--- config.mk ---
export PLATFORM = sky130hd
export DESIGN_NAME = platform_sprite_fetch_flat
export DESIGN_NICKNAME = d
export VERILOG_FILES = /design/src/rtl/platform_sprite_fetch_if.sv /design/src/rtl/platform_sprite_fetch.sv /design/src/flat_wrapper.sv
export SDC_FILE = /design/constraint.sdc
export NUM_CORES = 1
export LEC_CHECK = 0
export ABC_CLOCK_PERIOD_IN_PS = 6400
export CAP_MARGIN = 40
export CORE_MARGIN = 4
export CORE_UTILIZATION = 35
export CTS_BUF_LIST = sky130_fd_sc_hd__clkbuf_4 sky130_fd_sc_hd__clkbuf_8 sky130_fd_sc_hd__clkbuf_16
export CTS_CLUSTER_SIZE = 10
export DETAILED_ROUTE_END_ITERATION = 7
export PLACE_DENSITY = 0.64
export SYNTH_ARGS = -nofsm -noshare
export SYNTH_HDL_FRONTEND = slang
export SYNTH_SLANG_ARGS = --single-unit
--- constraint.sdc ---
create_clock -name clk -period 6.4 [get_ports clk]
set_clock_uncertainty 0.15 [all_clocks]
set_input_delay 1.92 -clock clk [delete_from_list [all_inputs] [get_ports clk]]
set_output_delay 1.92 -clock clk [all_outputs]
set_load 0.01 [all_outputs]
--- src/rtl/platform_sprite_fetch_if.sv ---
// Pixel-stream / ROM-read bundle for the platform sprite fetcher.
// slave: the fetcher. master: VGA counter + platform ROM + compositor side.
// PLAT_HFLIP_EN adds the hflip control bit.
interface platform_sprite_fetch_if;
  logic        frame_start;
  logic        pix_valid;
  logic [9:0]  pix_x;
  logic [9:0]  pix_y;
  logic [9:0]  plat_x;
  logic [9:0]  plat_y;
  logic [7:0]  platform_size;
`ifdef PLAT_HFLIP_EN
  logic        hflip;
`endif
  logic [18:0] rom_addr;
  logic [1:0]  anim_frame;
  logic [3:0]  rom_data;
  logic        pix_out_valid;
  logic [3:0]  pix_color;
  logic        pix_hit;

  modport slave (
    input  frame_start, pix_valid, pix_x, pix_y, plat_x, plat_y, platform_size, rom_data,
`ifdef PLAT_HFLIP_EN
    input  hflip,
`endif
    output rom_addr, anim_frame, pix_out_valid, pix_color, pix_hit
  );

  modport master (
    output frame_start, pix_valid, pix_x, pix_y, plat_x, plat_y, platform_size, rom_data,
`ifdef PLAT_HFLIP_EN
    output hflip,
`endif
    input  rom_addr, anim_frame, pix_out_valid, pix_color, pix_hit
  );
endinterface

--- src/rtl/platform_sprite_fetch.sv ---
// Platform sprite ROM read client: pixel stream -> ROM address, ROM data ->
// registered colour/hit, plus per-video-frame animation bank select.
// Optional macro PLAT_HFLIP_EN: horizontal mirroring via shadowed hflip.
module platform_sprite_fetch #(
  parameter int         ROM_LAT         = 1,
  parameter int         FRAMES_PER_STEP = 15,
  parameter logic [3:0] TRANSP_IDX      = 4'h0,
  parameter int         SPR_H           = 32
) (
  input logic clk,
  input logic rst_n,
  platform_sprite_fetch_if.slave bus
);
  typedef enum logic {IDLE_CNT, STEP} anim_st_e;

  localparam logic [7:0] FCNT_LAST = 8'(FRAMES_PER_STEP - 1);
  // With one frame per step every pulse advances, so start in STEP.
  localparam anim_st_e   ST_INIT   = (FRAMES_PER_STEP == 1) ? STEP : IDLE_CNT;

  // Shadow copies of the placement, frozen for a whole video frame.
  logic [9:0] sx, sy;
  logic [7:0] ssize;
`ifdef PLAT_HFLIP_EN
  logic       sflip;
`endif

  // Shadow regs load at frame_start; the coinciding pixel still sees old values.
  always_ff @(posedge clk or negedge rst_n)
    if (!rst_n) begin
      sx    <= '0;
      sy    <= '0;
      ssize <= '0;
`ifdef PLAT_HFLIP_EN
      sflip <= 1'b0;
`endif
    end else if (bus.frame_start) begin
      sx    <= bus.plat_x;
      sy    <= bus.plat_y;
      ssize <= bus.platform_size;
`ifdef PLAT_HFLIP_EN
      sflip <= bus.hflip;
`endif
    end

  logic        size_ok;
  logic [10:0] col, row, col_m, wid;
  logic        in_box;
  logic [18:0] addr_c;

  assign size_ok = (ssize == 8'd16) || (ssize == 8'd32) || (ssize == 8'd64) || (ssize == 8'd128);

  // Box test in 11-bit two's complement: bit 10 set means left of / above the sprite,
  // so off-screen overhang is clipped rather than wrapped.
  always_comb begin
    col    = {1'b0, bus.pix_x} - {1'b0, sx};
    row    = {1'b0, bus.pix_y} - {1'b0, sy};
    wid    = {3'b000, ssize};
    in_box = bus.pix_valid && size_ok && !col[10] && (col < wid) &&
             !row[10] && (row < 11'(SPR_H));
    col_m  = col;
`ifdef PLAT_HFLIP_EN
    if (sflip) col_m = wid - 11'd1 - col;
`endif
    addr_c = '0;
    if (in_box) addr_c = 19'(row) * 19'(wid) + 19'(col_m);
  end

  // vld_pipe[0]/hit_pipe[0] are the S0 stage; bit ROM_LAT lines up with rom_data.
  logic [ROM_LAT:0] vld_pipe, hit_pipe;
  logic [18:0]      rom_addr_q;

  // S0 register and ROM-latency shift register.
  always_ff @(posedge clk or negedge rst_n)
    if (!rst_n) begin
      vld_pipe   <= '0;
      hit_pipe   <= '0;
      rom_addr_q <= '0;
    end else begin
      vld_pipe   <= (ROM_LAT+1)'({vld_pipe, bus.pix_valid});
      hit_pipe   <= (ROM_LAT+1)'({hit_pipe, in_box});
      rom_addr_q <= addr_c;
    end

  logic       ov_q, hit_q;
  logic [3:0] color_q;
  logic       opaque;

  assign opaque = hit_pipe[ROM_LAT] && (bus.rom_data != TRANSP_IDX);

  // Output stage: merge the delayed in-box flag with returned ROM data.
  always_ff @(posedge clk or negedge rst_n)
    if (!rst_n) begin
      ov_q    <= 1'b0;
      hit_q   <= 1'b0;
      color_q <= '0;
    end else begin
      ov_q    <= vld_pipe[ROM_LAT];
      hit_q   <= opaque;
      color_q <= opaque ? bus.rom_data : 4'h0;
    end

  // Animation: STEP means the next frame_start completes a step.
  anim_st_e   st, st_nxt;
  logic [7:0] fcnt, fcnt_nxt;
  logic [1:0] anim, anim_nxt;

  // Animation state register.
  always_ff @(posedge clk or negedge rst_n)
    if (!rst_n) begin
      st   <= ST_INIT;
      fcnt <= '0;
      anim <= '0;
    end else begin
      st   <= st_nxt;
      fcnt <= fcnt_nxt;
      anim <= anim_nxt;
    end

  // Animation next state: only frame_start moves it, so the bank never changes mid-frame.
  always_comb begin
    st_nxt   = st;
    fcnt_nxt = fcnt;
    anim_nxt = anim;
    if (bus.frame_start) begin
      case (st)
        IDLE_CNT: begin
          fcnt_nxt = fcnt + 8'd1;
          if (fcnt_nxt == FCNT_LAST) st_nxt = STEP;
        end
        STEP: begin
          fcnt_nxt = '0;
          anim_nxt = anim + 2'd1;
          st_nxt   = ST_INIT;
        end
        default: st_nxt = ST_INIT;
      endcase
    end
  end

  assign bus.rom_addr      = rom_addr_q;
  assign bus.anim_frame    = anim;
  assign bus.pix_out_valid = ov_q;
  assign bus.pix_hit       = hit_q;
  assign bus.pix_color     = color_q;
endmodule

--- src/flat_wrapper.sv ---
// flat-port wrapper written by rule: the top's interface ports become plain ports
module platform_sprite_fetch_flat 
#(
  parameter int         ROM_LAT         = 1,
  parameter int         FRAMES_PER_STEP = 15,
  parameter logic [3:0] TRANSP_IDX      = 4'h0,
  parameter int         SPR_H           = 32
)
  (clk, rst_n, bus_frame_start, bus_pix_valid, bus_pix_x, bus_pix_y, bus_plat_x, bus_plat_y, bus_platform_size, bus_rom_data, bus_rom_addr, bus_anim_frame, bus_pix_out_valid, bus_pix_color, bus_pix_hit);
  platform_sprite_fetch_if bus_i ();
  input logic clk;
  input logic rst_n;
  input wire logic [$bits(bus_i.frame_start)-1:0] bus_frame_start;
  input wire logic [$bits(bus_i.pix_valid)-1:0] bus_pix_valid;
  input wire logic [$bits(bus_i.pix_x)-1:0] bus_pix_x;
  input wire logic [$bits(bus_i.pix_y)-1:0] bus_pix_y;
  input wire logic [$bits(bus_i.plat_x)-1:0] bus_plat_x;
  input wire logic [$bits(bus_i.plat_y)-1:0] bus_plat_y;
  input wire logic [$bits(bus_i.platform_size)-1:0] bus_platform_size;
  input wire logic [$bits(bus_i.rom_data)-1:0] bus_rom_data;
  output wire logic [$bits(bus_i.rom_addr)-1:0] bus_rom_addr;
  output wire logic [$bits(bus_i.anim_frame)-1:0] bus_anim_frame;
  output wire logic [$bits(bus_i.pix_out_valid)-1:0] bus_pix_out_valid;
  output wire logic [$bits(bus_i.pix_color)-1:0] bus_pix_color;
  output wire logic [$bits(bus_i.pix_hit)-1:0] bus_pix_hit;
  assign bus_i.frame_start = bus_frame_start;
  assign bus_i.pix_valid = bus_pix_valid;
  assign bus_i.pix_x = bus_pix_x;
  assign bus_i.pix_y = bus_pix_y;
  assign bus_i.plat_x = bus_plat_x;
  assign bus_i.plat_y = bus_plat_y;
  assign bus_i.platform_size = bus_platform_size;
  assign bus_i.rom_data = bus_rom_data;
  assign bus_rom_addr = bus_i.rom_addr;
  assign bus_anim_frame = bus_i.anim_frame;
  assign bus_pix_out_valid = bus_i.pix_out_valid;
  assign bus_pix_color = bus_i.pix_color;
  assign bus_pix_hit = bus_i.pix_hit;
  platform_sprite_fetch #(.ROM_LAT(ROM_LAT), .FRAMES_PER_STEP(FRAMES_PER_STEP), .TRANSP_IDX(TRANSP_IDX), .SPR_H(SPR_H)) u_core (.clk(clk), .rst_n(rst_n), .bus(bus_i));
endmodule
==> flow_metrics.tcl <==
set metrics [dict create \
    avgSynthCellArea_sq_um 9.06 \
    slowest_stage "fa_2" \
    synth_edf_count 0 \
    min_path_cells 0 \
    ys_async_sr_fraction 1.00 \
    path_class "in2reg" \
    r2r_slack_ns 0.72 \
    ff2ff_path_depth 23 \
    max_freq_ghz 0.144 \
    yosysMostFrequentCell "inv_1" \
    yosysSeqAreaShare 0.251 \
    slew_headroom 0.558 \
    ios 83 \
    wl_per_cell_um 14.7 \
    final_layout_size_suffix_gt1_frac 0.307 \
    cts_hold_buf 0 \
    status "complete, but fails checks" \
    ys_seq_elements 68 \
    num_vias 5870 \
    cpPeakStageDelay_ns 0.58 \
    synth_fp_nets 939 \
    via_per_inst 4.80 \
    crit_top_cell "inv_2" \
    grt_usage 0.172 \
    finalSetupViolCount 11 \
    final_nets 1149 \
    top_usage_layer "met2" \
    met1_usage 0.219 \
    row_count 50 \
    final_util 0.532 \
    final.min_clock_period_ns 6.96 \
    drt_pass1_iterations 4 \
    hold_viol 0 \
    area_growth_pct 48.4 \
    antenna_found_initial 0 \
    cpLargestDelayFamily "adder cells" \
    cp-start-kind "primary input" \
    grt_overflow_total 0 \
    cts_tree "built" \
    dieArea_sq_um 21700 \
    root_buffer "clkbuf_16" \
    critical_path_arrival_ns 7.11 \
    nFillCells 1721 \
    yosys.area.top_type "dfrtp_1" \
    clk_latency_ns 0.35 \
    hold-path-endpoint "u_core.bus.pix_out_valid$_DFF_PN0_" \
    crit_fanout 2 \
    netlist_area_sq_um 6780 \
    hold_class "reg2reg" \
    finalMaxSlewViolations 0 \
    synth_top_area_share 0.251 \
    syn-instance-count 748 \
    initial_core_util 0.359 \
    synthFlopType "dfrtp_1" \
    synth.area.top_cells "dfrtp_1, fa_1, ha_1" \
    grt_start_max_net_pins 74 \
    drc 0 \
    detail-route-antenna-nets 0 \
    regToRegEndpoint "u_core.bus.rom_addr[13]$_DFF_PN0_" \
    use_met2 0.292 \
    rsz0062_at_grt "true" \
    worst_slew_pin_slew_ns 0.658 \
    dp.final_hpwl_um 13400 \
    clk_pin_slew_ns 0.06 \
    violations "setup timing" \
    grt_pass1_vias 6220 \
    clock_sinks 68 \
    startpoint "bus_pix_x[0]" \
    hold_start "u_core.vld_pipe[1]$_DFF_PN0_" \
    cp-end-kind "flip-flop" \
    drt-total-wl_um 18000 \
    die_h_um 147 \
    ys_top_cells_by_count "inv_1, nand2_1, dfrtp_1, ha_1, fa_1" \
    grt_pass1_wl_um 30200 \
    die_x_um 147 \
    critPathRequiredTime_ns 6.54 \
    drtIter0Drc 195 \
    timing.rr.start "u_core.sy[1]$_DFFE_PN0P_" \
    cts_buffer_depth 2 \
    design.core.area_sq_um 18900 \
    routabilityCongestion 0.924 \
    numCtsBuffers 9 \
    yosysUniqueCellTypes 52 \
    max-cap-violations 0 \
    yosysWarnings 0 \
    grt_use_met3 0.0333 \
    h-tree-depth 3 \
    io_buffers 82 \
    fin_crit_sh 1.09 \
    insertedDiodeCount 0 \
    worstPathBufferInverterCount 6 \
    worst_slack_ns -0.564 \
]
logic make-up (layout without fill, tap and decap cells):
kind of cell | after synthesis | in the layout | share of synthesized area
DFF | 68 | 68 | 0.251
and+or+nand+nor | 230 | 230 | 0.174
buffers and inverters | 151 | 366 | 0.0845
xor gates and xnor gates | 23 | 23 | 0.0297
AOI/OAI and AO/OA | 134 | 134 | 0.127
adders and majority gates | 135 | 135 | 0.323
muxes | 7 | 7 | 0.0107
placed cells by master, fill, tap and decap left out, types with 7 or more instances in the layout:
| master | n |
|---|---|
| nand2_1 | 66 |
| a21oi_4 | 7 |
| clkdlybuf4s50_1 | 68 |
| o22ai_1 | 7 |
| o21a_1 | 8 |
| nor3_2 | 10 |
| ha_4 | 17 |
| clkbuf_16 | 9 |
| xor2_1 | 7 |
| nand3_1 | 9 |
| nor2_1 | 20 |
| and3_1 | 11 |
| o21ai_0 | 35 |
| inv_2 | 18 |
| fa_1 | 63 |
| nand2b_1 | 7 |
| a21o_1 | 8 |
| buf_6 | 16 |
| a21oi_1 | 10 |
| buf_4 | 120 |
| inv_1 | 112 |
| and2_1 | 49 |
| dfrtp_1 | 68 |
| ha_1 | 50 |
| xnor2_1 | 11 |
state kept, by name, indices dropped and copies added, names as in the netlist, 2 cells and up:
signal and count:
u_core.fcnt 8, u_core.bus.pix_color 4, u_core.bus.anim_frame 2, u_core.ssize 8, u_core.sy 10, u_core.bus.rom_addr 19, u_core.sx 10, u_core.vld_pipe 2
u_core.hit_pipe 2
cell type report:
cell class              count  area (sq um)  area share
well taps                 260           325      0.0323
flip-flops and latches     68          1700       0.169
inverters                 131           504      0.0501
clock buffers              11           253      0.0251
repair buffers            219          1920       0.191
clock inverters             5          58.8     0.00585
multi-input cells         529          5300       0.526
metal layers:
metal / routed length (um) / up-vias
met5: 0 / -
met4: 278 / 0
met3: 805 / 20
met2: 9180 / 94
met1: 7730 / 2889
li1: - / 2867
metrics by stage:
| stage | cell area, sq um | setup slack (ns) | instances | TNS, ns | hold WS [ns] |
|---|---|---|---|---|---|
| 2_1_floorplan | 6950 | -0.677 | 748 | -4.27 | 0.181 |
| 3_3_place_gp | 8770 | -1.56 | 1172 | -17.36 | 0.182 |
| 3_5_place_dp | 8790 | -1.62 | 1173 | -18.34 | 0.186 |
| 6_report | 10100 | -0.564 | 1223 | -4.67 | 0.198 |
| 4_1_cts | 9880 | -0.550 | 1220 | -3.83 | 0.200 |
| 5_1_grt | 10100 | -0.756 | 1223 | -6.87 | 0.205 |
worst max-delay path by stage:
stage,to,slack (ns),cells after the start
2_1_floorplan,u_core.bus.rom_addr[18]$_DFF_PN0_,-0.68,25
6_report,u_core.bus.rom_addr[18]$_DFF_PN0_,-0.56,25
3_5_place_dp,u_core.bus.rom_addr[18]$_DFF_PN0_,-1.62,25
3_3_place_gp,u_core.bus.rom_addr[17]$_DFF_PN0_,-1.56,25
5_1_grt,u_core.bus.rom_addr[18]$_DFF_PN0_,-0.76,25
4_1_cts,u_core.bus.rom_addr[18]$_DFF_PN0_,-0.55,25
repair_timing:
action / CTS / global route
endpoints found under the setup margin: 15 / 13
resized for setup: 140 / 35
buffers inserted: 33 / 3
pin swaps: 94 / 26
gates cloned: 0 / 0
Power is not shown: default switching activity piles up to over one toggle a cycle in this logic, so the estimate is an artifact.
